$ cat config.mk
export PLATFORM = sky130hd
export DESIGN_NAME = vscale_htif_pcr_master_flat
export DESIGN_NICKNAME = d
export VERILOG_FILES = /design/src/rtl/vscale_htif_pcr_master_if.sv /design/src/rtl/vscale_htif_pcr_master.sv /design/src/flat_wrapper.sv
export SDC_FILE = /design/constraint.sdc
export NUM_CORES = 1
export LEC_CHECK = 0
export ABC_AREA = 1
export ABC_CLOCK_PERIOD_IN_PS = 6200
export CAP_MARGIN = 20
export CORE_UTILIZATION = 35
export CTS_BUF_LIST = sky130_fd_sc_hd__clkbuf_8
export DETAILED_ROUTE_END_ITERATION = 10
export GPL_TIMING_DRIVEN = 0
export PLACE_DENSITY = 0.67
export RECOVER_POWER = 100
export SLEW_MARGIN = 30
export SYNTH_ARGS = -nofsm -noshare
export SYNTH_HDL_FRONTEND = slang
export SYNTH_SLANG_ARGS = --single-unit
$ cat constraint.sdc
create_clock -name clk -period 6.2 [get_ports clk]
set_clock_uncertainty 0.05 [all_clocks]
set_input_delay 1.24 -clock clk [delete_from_list [all_inputs] [get_ports clk]]
set_output_delay 1.24 -clock clk [all_outputs]
set_load 0.1 [all_outputs]
$ cat src/rtl/vscale_htif_pcr_master_if.sv
// Signal bundle for vscale_htif_pcr_master: the local command/result channel
// and the PCR request/response channel towards the core.
// master = the PCR master block, slave = its environment (host side + core).

`ifndef CSR_ADDR_WIDTH
`define CSR_ADDR_WIDTH 12
`endif
`ifndef HTIF_PCR_WIDTH
`define HTIF_PCR_WIDTH 64
`endif

interface vscale_htif_pcr_master_if;
  logic                       cmd_valid;
  logic                       cmd_ready;
  logic                       cmd_rw;
  logic [`CSR_ADDR_WIDTH-1:0] cmd_addr;
  logic [`HTIF_PCR_WIDTH-1:0] cmd_wdata;

  logic                       rsp_valid;
  logic                       rsp_ready;
  logic [`HTIF_PCR_WIDTH-1:0] rsp_data;
  logic                       rsp_timeout;

  logic                       htif_pcr_req_valid;
  logic                       htif_pcr_req_ready;
  logic                       htif_pcr_req_rw;
  logic [`CSR_ADDR_WIDTH-1:0] htif_pcr_req_addr;
  logic [`HTIF_PCR_WIDTH-1:0] htif_pcr_req_data;

  logic                       htif_pcr_resp_valid;
  logic                       htif_pcr_resp_ready;
  logic [`HTIF_PCR_WIDTH-1:0] htif_pcr_resp_data;

  modport master (
    input  cmd_valid, cmd_rw, cmd_addr, cmd_wdata, rsp_ready,
           htif_pcr_req_ready, htif_pcr_resp_valid, htif_pcr_resp_data,
    output cmd_ready, rsp_valid, rsp_data, rsp_timeout,
           htif_pcr_req_valid, htif_pcr_req_rw, htif_pcr_req_addr, htif_pcr_req_data,
           htif_pcr_resp_ready
  );

  modport slave (
    output cmd_valid, cmd_rw, cmd_addr, cmd_wdata, rsp_ready,
           htif_pcr_req_ready, htif_pcr_resp_valid, htif_pcr_resp_data,
    input  cmd_ready, rsp_valid, rsp_data, rsp_timeout,
           htif_pcr_req_valid, htif_pcr_req_rw, htif_pcr_req_addr, htif_pcr_req_data,
           htif_pcr_resp_ready
  );
endinterface

$ cat src/rtl/vscale_htif_pcr_master.sv
// vscale_htif_pcr_master: turns one local command at a time into a PCR
// request/response exchange with the core and hands the result back.
// Optional feature macro: VSCALE_HTIF_PCR_TIMEOUT_EN -- aborts a transaction
// after TIMEOUT_CYCLES cycles in REQ/RESP and drains the late core response.

`ifndef CSR_ADDR_WIDTH
`define CSR_ADDR_WIDTH 12
`endif
`ifndef HTIF_PCR_WIDTH
`define HTIF_PCR_WIDTH 64
`endif

module vscale_htif_pcr_master #(
  parameter int unsigned TIMEOUT_CYCLES = 1024
) (
  input  logic                     clk,
  input  logic                     reset,
  vscale_htif_pcr_master_if.master bus
);

  if ((TIMEOUT_CYCLES < 1) || (TIMEOUT_CYCLES > 65535)) begin : g_timeout_range
    $error("TIMEOUT_CYCLES must be in 1..65535");
  end

  typedef enum logic [1:0] {IDLE, REQ, RESP, DONE} state_t;

  state_t                     state_q, state_d;
  logic                       rw_q, rw_d;
  logic [`CSR_ADDR_WIDTH-1:0] addr_q, addr_d;
  logic [`HTIF_PCR_WIDTH-1:0] wdata_q, wdata_d;
  logic [`HTIF_PCR_WIDTH-1:0] rdata_q, rdata_d;
  logic                       cmd_open;

`ifdef VSCALE_HTIF_PCR_TIMEOUT_EN
  localparam logic [16:0] LIMIT = 17'(TIMEOUT_CYCLES);

  logic [15:0] cnt_q, cnt_d;
  logic [16:0] elapsed;
  logic        expired;
  logic        timeout_q, timeout_d;
  logic        stale_q, stale_d;
  logic        draining;

  // elapsed counts the current REQ/RESP cycle too, so expiry lands on cycle TIMEOUT_CYCLES
  assign elapsed  = {1'b0, cnt_q} + 17'd1;
  assign expired  = (elapsed >= LIMIT);
  assign draining = stale_q && ((state_q == IDLE) || (state_q == DONE));
  assign cmd_open = (state_q == IDLE) && !stale_q;

  assign bus.htif_pcr_resp_ready = (state_q == RESP) || draining;
  assign bus.rsp_timeout         = timeout_q;
`else
  assign cmd_open = (state_q == IDLE);

  assign bus.htif_pcr_resp_ready = (state_q == RESP);
  assign bus.rsp_timeout         = 1'b0;
`endif

  assign bus.cmd_ready          = cmd_open && !reset;
  assign bus.htif_pcr_req_valid = (state_q == REQ);
  assign bus.htif_pcr_req_rw    = (state_q == REQ) && rw_q;
  assign bus.htif_pcr_req_addr  = (state_q == REQ) ? addr_q : '0;
  assign bus.htif_pcr_req_data  = (state_q == REQ) ? wdata_q : '0;
  assign bus.rsp_valid          = (state_q == DONE);
  assign bus.rsp_data           = rdata_q;

  // Next-state and datapath updates; a handshake in the expiry cycle wins over the timeout
  always_comb begin
    state_d = state_q;
    rw_d    = rw_q;
    addr_d  = addr_q;
    wdata_d = wdata_q;
    rdata_d = rdata_q;
`ifdef VSCALE_HTIF_PCR_TIMEOUT_EN
    cnt_d     = cnt_q;
    timeout_d = timeout_q;
    stale_d   = stale_q;
`endif
    unique case (state_q)
      IDLE: begin
        if (bus.cmd_valid && cmd_open) begin
          rw_d    = bus.cmd_rw;
          addr_d  = bus.cmd_addr;
          wdata_d = bus.cmd_wdata;
          state_d = REQ;
`ifdef VSCALE_HTIF_PCR_TIMEOUT_EN
          cnt_d   = '0;
`endif
        end
      end
      REQ: begin
`ifdef VSCALE_HTIF_PCR_TIMEOUT_EN
        cnt_d = elapsed[15:0];
`endif
        if (bus.htif_pcr_req_ready) begin
          state_d = RESP;
        end
`ifdef VSCALE_HTIF_PCR_TIMEOUT_EN
        else if (expired) begin
          state_d   = DONE;
          rdata_d   = '0;
          timeout_d = 1'b1;
        end
`endif
      end
      RESP: begin
`ifdef VSCALE_HTIF_PCR_TIMEOUT_EN
        cnt_d = elapsed[15:0];
`endif
        if (bus.htif_pcr_resp_valid) begin
          rdata_d = bus.htif_pcr_resp_data;
          state_d = DONE;
`ifdef VSCALE_HTIF_PCR_TIMEOUT_EN
          timeout_d = 1'b0;
`endif
        end
`ifdef VSCALE_HTIF_PCR_TIMEOUT_EN
        else if (expired) begin
          state_d   = DONE;
          rdata_d   = '0;
          timeout_d = 1'b1;
          stale_d   = 1'b1;
        end
`endif
      end
      DONE: begin
        if (bus.rsp_ready) begin
          state_d = IDLE;
        end
      end
    endcase
`ifdef VSCALE_HTIF_PCR_TIMEOUT_EN
    if (draining && bus.htif_pcr_resp_valid) begin
      stale_d = 1'b0;
    end
`endif
  end

  // State and latched transaction fields
  always_ff @(posedge clk or posedge reset) begin
    if (reset) begin
      state_q <= IDLE;
      rw_q    <= 1'b0;
      addr_q  <= '0;
      wdata_q <= '0;
      rdata_q <= '0;
    end else begin
      state_q <= state_d;
      rw_q    <= rw_d;
      addr_q  <= addr_d;
      wdata_q <= wdata_d;
      rdata_q <= rdata_d;
    end
  end

`ifdef VSCALE_HTIF_PCR_TIMEOUT_EN
  // Timeout counter, timeout flag and stale-response flag
  always_ff @(posedge clk or posedge reset) begin
    if (reset) begin
      cnt_q     <= '0;
      timeout_q <= 1'b0;
      stale_q   <= 1'b0;
    end else begin
      cnt_q     <= cnt_d;
      timeout_q <= timeout_d;
      stale_q   <= stale_d;
    end
  end
`endif

endmodule

$ cat src/flat_wrapper.sv
// flat-port wrapper written by rule: the top's interface ports become plain ports
module vscale_htif_pcr_master_flat 
#(
  parameter int unsigned TIMEOUT_CYCLES = 1024
)
  (clk, reset, bus_cmd_valid, bus_cmd_rw, bus_cmd_addr, bus_cmd_wdata, bus_rsp_ready, bus_htif_pcr_req_ready, bus_htif_pcr_resp_valid, bus_htif_pcr_resp_data, bus_cmd_ready, bus_rsp_valid, bus_rsp_data, bus_rsp_timeout, bus_htif_pcr_req_valid, bus_htif_pcr_req_rw, bus_htif_pcr_req_addr, bus_htif_pcr_req_data, bus_htif_pcr_resp_ready);
  vscale_htif_pcr_master_if bus_i ();
  input  logic clk;
  input  logic reset;
  input wire logic [$bits(bus_i.cmd_valid)-1:0] bus_cmd_valid;
  input wire logic [$bits(bus_i.cmd_rw)-1:0] bus_cmd_rw;
  input wire logic [$bits(bus_i.cmd_addr)-1:0] bus_cmd_addr;
  input wire logic [$bits(bus_i.cmd_wdata)-1:0] bus_cmd_wdata;
  input wire logic [$bits(bus_i.rsp_ready)-1:0] bus_rsp_ready;
  input wire logic [$bits(bus_i.htif_pcr_req_ready)-1:0] bus_htif_pcr_req_ready;
  input wire logic [$bits(bus_i.htif_pcr_resp_valid)-1:0] bus_htif_pcr_resp_valid;
  input wire logic [$bits(bus_i.htif_pcr_resp_data)-1:0] bus_htif_pcr_resp_data;
  output wire logic [$bits(bus_i.cmd_ready)-1:0] bus_cmd_ready;
  output wire logic [$bits(bus_i.rsp_valid)-1:0] bus_rsp_valid;
  output wire logic [$bits(bus_i.rsp_data)-1:0] bus_rsp_data;
  output wire logic [$bits(bus_i.rsp_timeout)-1:0] bus_rsp_timeout;
  output wire logic [$bits(bus_i.htif_pcr_req_valid)-1:0] bus_htif_pcr_req_valid;
  output wire logic [$bits(bus_i.htif_pcr_req_rw)-1:0] bus_htif_pcr_req_rw;
  output wire logic [$bits(bus_i.htif_pcr_req_addr)-1:0] bus_htif_pcr_req_addr;
  output wire logic [$bits(bus_i.htif_pcr_req_data)-1:0] bus_htif_pcr_req_data;
  output wire logic [$bits(bus_i.htif_pcr_resp_ready)-1:0] bus_htif_pcr_resp_ready;
  assign bus_i.cmd_valid = bus_cmd_valid;
  assign bus_i.cmd_rw = bus_cmd_rw;
  assign bus_i.cmd_addr = bus_cmd_addr;
  assign bus_i.cmd_wdata = bus_cmd_wdata;
  assign bus_i.rsp_ready = bus_rsp_ready;
  assign bus_i.htif_pcr_req_ready = bus_htif_pcr_req_ready;
  assign bus_i.htif_pcr_resp_valid = bus_htif_pcr_resp_valid;
  assign bus_i.htif_pcr_resp_data = bus_htif_pcr_resp_data;
  assign bus_cmd_ready = bus_i.cmd_ready;
  assign bus_rsp_valid = bus_i.rsp_valid;
  assign bus_rsp_data = bus_i.rsp_data;
  assign bus_rsp_timeout = bus_i.rsp_timeout;
  assign bus_htif_pcr_req_valid = bus_i.htif_pcr_req_valid;
  assign bus_htif_pcr_req_rw = bus_i.htif_pcr_req_rw;
  assign bus_htif_pcr_req_addr = bus_i.htif_pcr_req_addr;
  assign bus_htif_pcr_req_data = bus_i.htif_pcr_req_data;
  assign bus_htif_pcr_resp_ready = bus_i.htif_pcr_resp_ready;
  vscale_htif_pcr_master #(.TIMEOUT_CYCLES(TIMEOUT_CYCLES)) u_core (.clk(clk), .reset(reset), .bus(bus_i));
endmodule
==> metrics.md, run 1 <==
| Metric | Value |
|---|---|
| Status | complete, but fails checks |
| Violated checks | capacitance limit, slew limit |
| H-tree Lvls | 4 |
| Worst path arrival time | 3210 ps |
| Setup crit start kind | input port |
| GRT Overall Usage | 20.9% |
| Post-CTS setup buffer count | 0 |
| Post-DRT Antenna Nets | 0 |
| Fmax | 222 MHz |
| Synthesized netlist net count | 959 |
| Seq/Total Area, Yosys | 55.5% |
| Post-DR vias/cell | 4.51 |
| DR DRC count | 0 |
| Initial antenna violation count | 1 |
| Synth cell types | 15 |
| Layout Nets | 1,269 |
| Endpoint class of the critical path | output port |
| CTS Sinks | 143 |
| Gr ovfl total | 0 |
| R2r worst-path depth | 8 |
| Starting Density | 35.8% |
| Largest net degree at the start of global routing | 79 |
| First-pass GRT wire length | 30.0 mm |
| Core area | 0.0180 mm2 |
| DIE AREA | 0.0190 mm2 |
| Final setup viols | 0 |
| Commonest cells after routing, fill and taps aside | nand2_1 (371), dlygate4sd3_1 (143), dfrtp_1 (143), nand3_1 (141), clkdlybuf4s50_1 (141) |
| Port Buffers | 290 |
| Setup TNS | 0 ps |
| Post-synthesis instance total | 807 |
| Total CTS buffers | 17 |
| Yosys Warn Count | 0 |
| Final min period | 4500 ps |
| Post-CTS Hold Buffers | 0 |
| CTS Buffer Depth | 2 |
| Fraction of layout cells with a size suffix above 1 | 6.28% |
| Max-Slew Margin vs Limit | -141% |
| Min-Delay Path Class | flop to flop |
| Via count | 6,139 |
| CTS clk-pin slew, worst paths | 80 ps |
| Dpl hpwl | 14.2 mm |
| Fin crit share | 72.6% |
| PostCTS Resize Cnt | 0 |
| Synthesized cell area | 0.00645 mm2 |
| Boundary pin count | 293 |
| Worst endpoint required time | 4910 ps |
| Type of the worst setup path | input port to output port |
| Die Ht | 138 um |
| Pre-Repair DR Iteration Count | 5 |
| Post-Route WL | 19.4 mm |
| Least-Margin Pin Slew | 3590 ps |
| Final Hold Viols | 0 |
| Area contributors post-synth | dfrtp_1 (55%), nand2_1 (21%), nand3_1 (11%) |
| Drt wl/cell | 14.3 um |
| Syn Area/Cell | 7.99 um2 |
| MaxCap Viol Count | 1 |
| Worst skew pair latency | 450 ps |
| Slew Limit Fails | 78 |
| Vias in the first global route | 5,789 |
| Die Span X | 138 um |
| Num rows | 49 |
| RSZ-0062 raised after global routing | no |
| Placer Congestion | 0.849 |
| CP max FO | 2 |
| TritonCTS clock tree | done |
| Post-synth top area cell | dfrtp_1 |
| Area share of the largest cell type after synthesis | 55.5% |
| Commonest non-fill, non-tap cell in the layout | nand2_1 |
| #FFs+latches synth | 143 |
| Layout overhead on the synthesized area | 55.3% |
| Root Buffer | clkbuf_8 |
| Fillers | 1,736 |
| Drt first-iter violations | 290 |
| Hold path cells | 2 |
-- cell families after synthesis --
| group | share of synthesized area [%] |
|---|---|
| and+or+nand+nor | 32.9 |
| other | 0.0581 |
| buffers and inverters | 10.5 |
| AOI/OAI and AO/OA | 0.155 |
| adders and majority gates | 0.970 |
| DFF | 55.5 |
-- synthesized netlist by cell type --
master	number
buf_2	35
buf_4	13
buf_6	7
clkbuf_1	1
conb_1	1
dfrtp_1	143
ha_1	5
inv_1	85
nand2_1	369
nand2_2	1
nand2_4	1
nand3_1	141
nor2_1	2
o21ai_0	2
or2_2	1
-- final cells by class --
class                   count  area, um2  share of cell area [%]
flip-flops and latches    143       3580                    35.7
repair buffers            291       2890                    28.9
multi-input cells         523       2190                    21.8
inverters                  85        320                    3.20
plain buffers              56        302                    3.01
well taps                 229        287                    2.86
clock buffers              19        262                    2.61
clock inverters            13        186                    1.86
diodes                      1       2.50                  0.0250
-- worst max-delay path, cell delays in order --
cell           delay, ps
dlygate4sd3_1        560
nor2_1               180
dlygate4sd3_1       1230
-- sequential cells by signal, summed over array words and instances, names as in the netlist --
register and count:
u_core.bus.rsp_data 64, u_core.wdata_q 64, u_core.addr_q 12, u_core.state_q 2, u_core.rw_q 1
-- worst paths after layout --
kind | start | endpoint | slack (ps)
max | reset | bus_cmd_ready | 1700
min | u_core.bus.rsp_data[22]$_DFFE_PP0P_ | u_core.bus.rsp_data[22]$_DFFE_PP0P_ | 420
max reg2reg | u_core.state_q[0]$_DFFE_PP0P_ | u_core.wdata_q[29]$_DFFE_PP0P_ | 4040
min in group asynchronous | reset | u_core.bus.rsp_data[22]$_DFFE_PP0P_ | 2260
max in group asynchronous | reset | u_core.wdata_q[46]$_DFFE_PP0P_ | 2230
min reg2reg | u_core.bus.rsp_data[22]$_DFFE_PP0P_ | u_core.bus.rsp_data[22]$_DFFE_PP0P_ | 420
-- metal layers --
metal	share of wire [%]	vias to the layer above	global-route usage (%)
met5	0	-	0
met4	1.8	0	7.13
met3	11	25	9.20
met2	46	243	32.9
met1	41	2799	25.3
li1	-	3072	-
-- per-stage QoR --
stage / cells / hold slack [ps] / area (um2) / setup slack [ps] / utilization [%]
final: 1360 / 417 / 10000 / 1700 / 55.6
after global routing: 1360 / 433 / 10000 / 1570 / 55.6
after CTS: 1359 / 427 / 10100 / 1730 / 56.1
after detailed placement: 1327 / 407 / 9670 / 1740 / 53.7
after global placement: 1326 / 402 / 9640 / -1260 / 53.5
after floorplan: 807 / 392 / 6450 / 1070 / -
Power of run 1 is left out: the tool's default activity adds up to more than one toggle a clock period on the data nets, which glitch-free logic cannot reach.
==> inputs of run 2 (changes only) <==
- ABC_CLOCK_PERIOD_IN_PS: 6200 -> 3800
- PLACE_DENSITY: 0.67 -> 0.7
- clock period: 6.2 -> 3.8 ns (I/O delays scaled with it)
==> run 2 against run 1 <==
Net effect: the flow now finishes without violations; critical path type is now flop to output port; global-route usage is 0.16 points lower; cell count is 0.29% higher; sequential cell count stayed put; die area stayed put; non-clock buffer count is 5 higher; register-to-register slack worse by 2500 ps; critical path depth is 4 higher; routed wire length hardly changed; via count is 0.72% higher; first-iteration DRC count is 13% higher; final area is 4.1% lower; sequential share of layout area is 1.5 points higher.
==> metrics.md, run 2 (synthesis results as in run 1) <==
| Metric | Value |
|---|---|
| Status | finished clean |
| Type of the worst setup path | flop to output port |
| Gr ovfl total | 0 (unchanged) |
| Fmax | 275 MHz |
| Die Ht | 138 um (unchanged) |
| Finished Layout Cells | 1,364 (+0.29%) |
| Core area | 0.0180 mm2 (unchanged) |
| Commonest cells after routing, fill and taps aside | nand2_1 (371), clkdlybuf4s50_1 (163), dfrtp_1 (143), nand3_1 (141), clkbuf_1 (86) |
| Fin crit share | 95.7% |
| Worst skew pair latency | 450 ps (about the same) |
| Starting Density | 35.8% (unchanged) |
| Post-DRT Antenna Nets | 0 (unchanged) |
| Initial antenna violation count | 1 (unchanged) |
| Via count | 6,183 (+0.72%) |
| Pre-Repair DR Iteration Count | 4 (-1) |
| Total CTS buffers | 17 (unchanged) |
| Least-Margin Pin Slew | 1280 ps (-2310 ps) |
| Dpl hpwl | 14.6 mm (+3.0%) |
| Port Buffers | 290 (unchanged) |
| GRT Overall Usage | 20.7% (-0.16 points) |
| Num rows | 49 (unchanged) |
| Crit path launch | u_core.state_q[1]$_DFFE_PP0P_ |
| PostCTS Resize Cnt | 31 (+31) |
| Layout Nets | 1,274 (+0.39%) |
| Commonest non-fill, non-tap cell in the layout | nand2_1 |
| Post-CTS setup buffer count | 0 (unchanged) |
| H-tree Lvls | 4 (unchanged) |
| R2R Path Start | u_core.state_q[0]$_DFFE_PP0P_ |
| CP max FO | 10 (+8) |
| Worst endpoint required time | 2990 ps (-1920 ps) |
| Post-CTS Hold Buffers | 0 (unchanged) |
| Post-DP Area | 0.00979 mm2 (+1.2%) |
| Final min period | 3640 ps |
| Root Buffer | clkbuf_8 |
| Max-Slew Margin vs Limit | 14.3% (+160 points) |
| Worst slack at placement | 390 ps (-1350 ps) |
| RSZ-0062 raised after global routing | no |
| First-pass GRT wire length | 29.9 mm (-0.25%) |
| Drt wl/cell | 14.2 um (-0.32%) |
| Drt first-iter violations | 329 (+13%) |
| Boundary pin count | 293 (unchanged) |
| CTS clk-pin slew, worst paths | 80 ps (about the same) |
| Post-Route WL | 19.4 mm (about the same) |
| Hold_sp | u_core.bus.rsp_data[24]$_DFFE_PP0P_ |
| DR DRC count | 0 (unchanged) |
| Design area | 0.00961 mm2 (-4.1%) |
| Die Span X | 138 um (unchanged) |
| Placer Congestion | 0.834 (-1.8%) |
| Vias in the first global route | 5,814 (+0.43%) |
| Endpoint class of the critical path | output port |
| CTS Buffer Depth | 2 (unchanged) |
| Min-Delay Path Class | flop to flop |
| Final setup viols | 0 (unchanged) |
| Placed insts | 1,332 (+0.38%) |
| TritonCTS clock tree | done |
| Worst setup margin | 164 ps (-1530 ps) |
| CTS Sinks | 143 (unchanged) |
| Worst path arrival time | 2830 ps (-380 ps) |
| Setup crit start kind | flop |
| Post-DR vias/cell | 4.53 (+0.42%) |
| Slew Limit Fails | 0 (-100%) |
| Layout overhead on the synthesized area | 49.0% |
| Hold Slack | 417 ps (+0.275 ps) |
| Final Hold Viols | 0 (unchanged) |
| DIE AREA | 0.0190 mm2 (unchanged) |
| Largest net degree at the start of global routing | 29 (-63%) |
| Fraction of layout cells with a size suffix above 1 | 5.91% (-0.37 points) |
| MaxCap Viol Count | 0 (-1) |
run 2: cell count changes in the layout (fill, tap and decap cells not counted), sizes merged:
cell / delta
dlymetal6s4s: +1
clkdlybuf4s50: +22
bufinv: -2
inv: +2
clkinv: +1
dlygate4sd3: -76
clkbuf: +60
buf: -4
run 2: stage by stage:
| step | TNS (ps) | util [%] |
|---|---|---|
| after floorplan | 0 | - |
| after global placement | -29700 | 53.5 |
| after detailed placement | 0 | 54.3 |
| after CTS | 0 | 56.2 |
| after global routing | 0 | 53.3 |
| final | 0 | 53.3 |
run 2: path summary, 6_finish.rpt:
check / to / slack, ps / cells after the start
worst max-delay path: bus_htif_pcr_req_data[37] / 160 / 7
worst min-delay path: u_core.bus.rsp_data[24]$_DFFE_PP0P_ / 420 / 2
worst max register to register: u_core.wdata_q[45]$_DFFE_PP0P_ / 1520 / 8
worst min register to register: u_core.bus.rsp_data[24]$_DFFE_PP0P_ / 420 / 2
max in group asynchronous: u_core.addr_q[6]$_DFFE_PP0P_ / 620 / 4
min in group asynchronous: u_core.wdata_q[33]$_DFFE_PP0P_ / 850 / 2
run 2: critical path: stages (launching register included):
cell and delay [ps]:
dfrtp_1 420, inv_1 130, ha_1 160, buf_2 170, buf_2 240, nand2_1 80
inv_1 60, clkdlybuf4s50_1 1120
run 2: layer usage:
layer | track usage (%) | share of wire, % | routed length, um
met1 | 25.2 | 41 | 8040
met2 | 33.6 | 46 | 8980
met3 | 8.65 | 11 | 2130
met4 | 5.68 | 1.2 | 227
met5 | 0 | 0 | 0
run 2: area by class of cell:
type | instances | area (um2)
Sequential cell | 143 | 3580
Timing Repair Buffer | 296 | 2560
Clock inverter | 14 | 144
Inverter | 85 | 320
Fill cell | 1772 | 8410
Antenna cell | 1 | 2.50
Multi-Input combinational cell | 523 | 2190
Clock buffer | 17 | 234
Buffer | 56 | 295
Tap cell | 229 | 287
Power of run 2 is left out for the same reason.
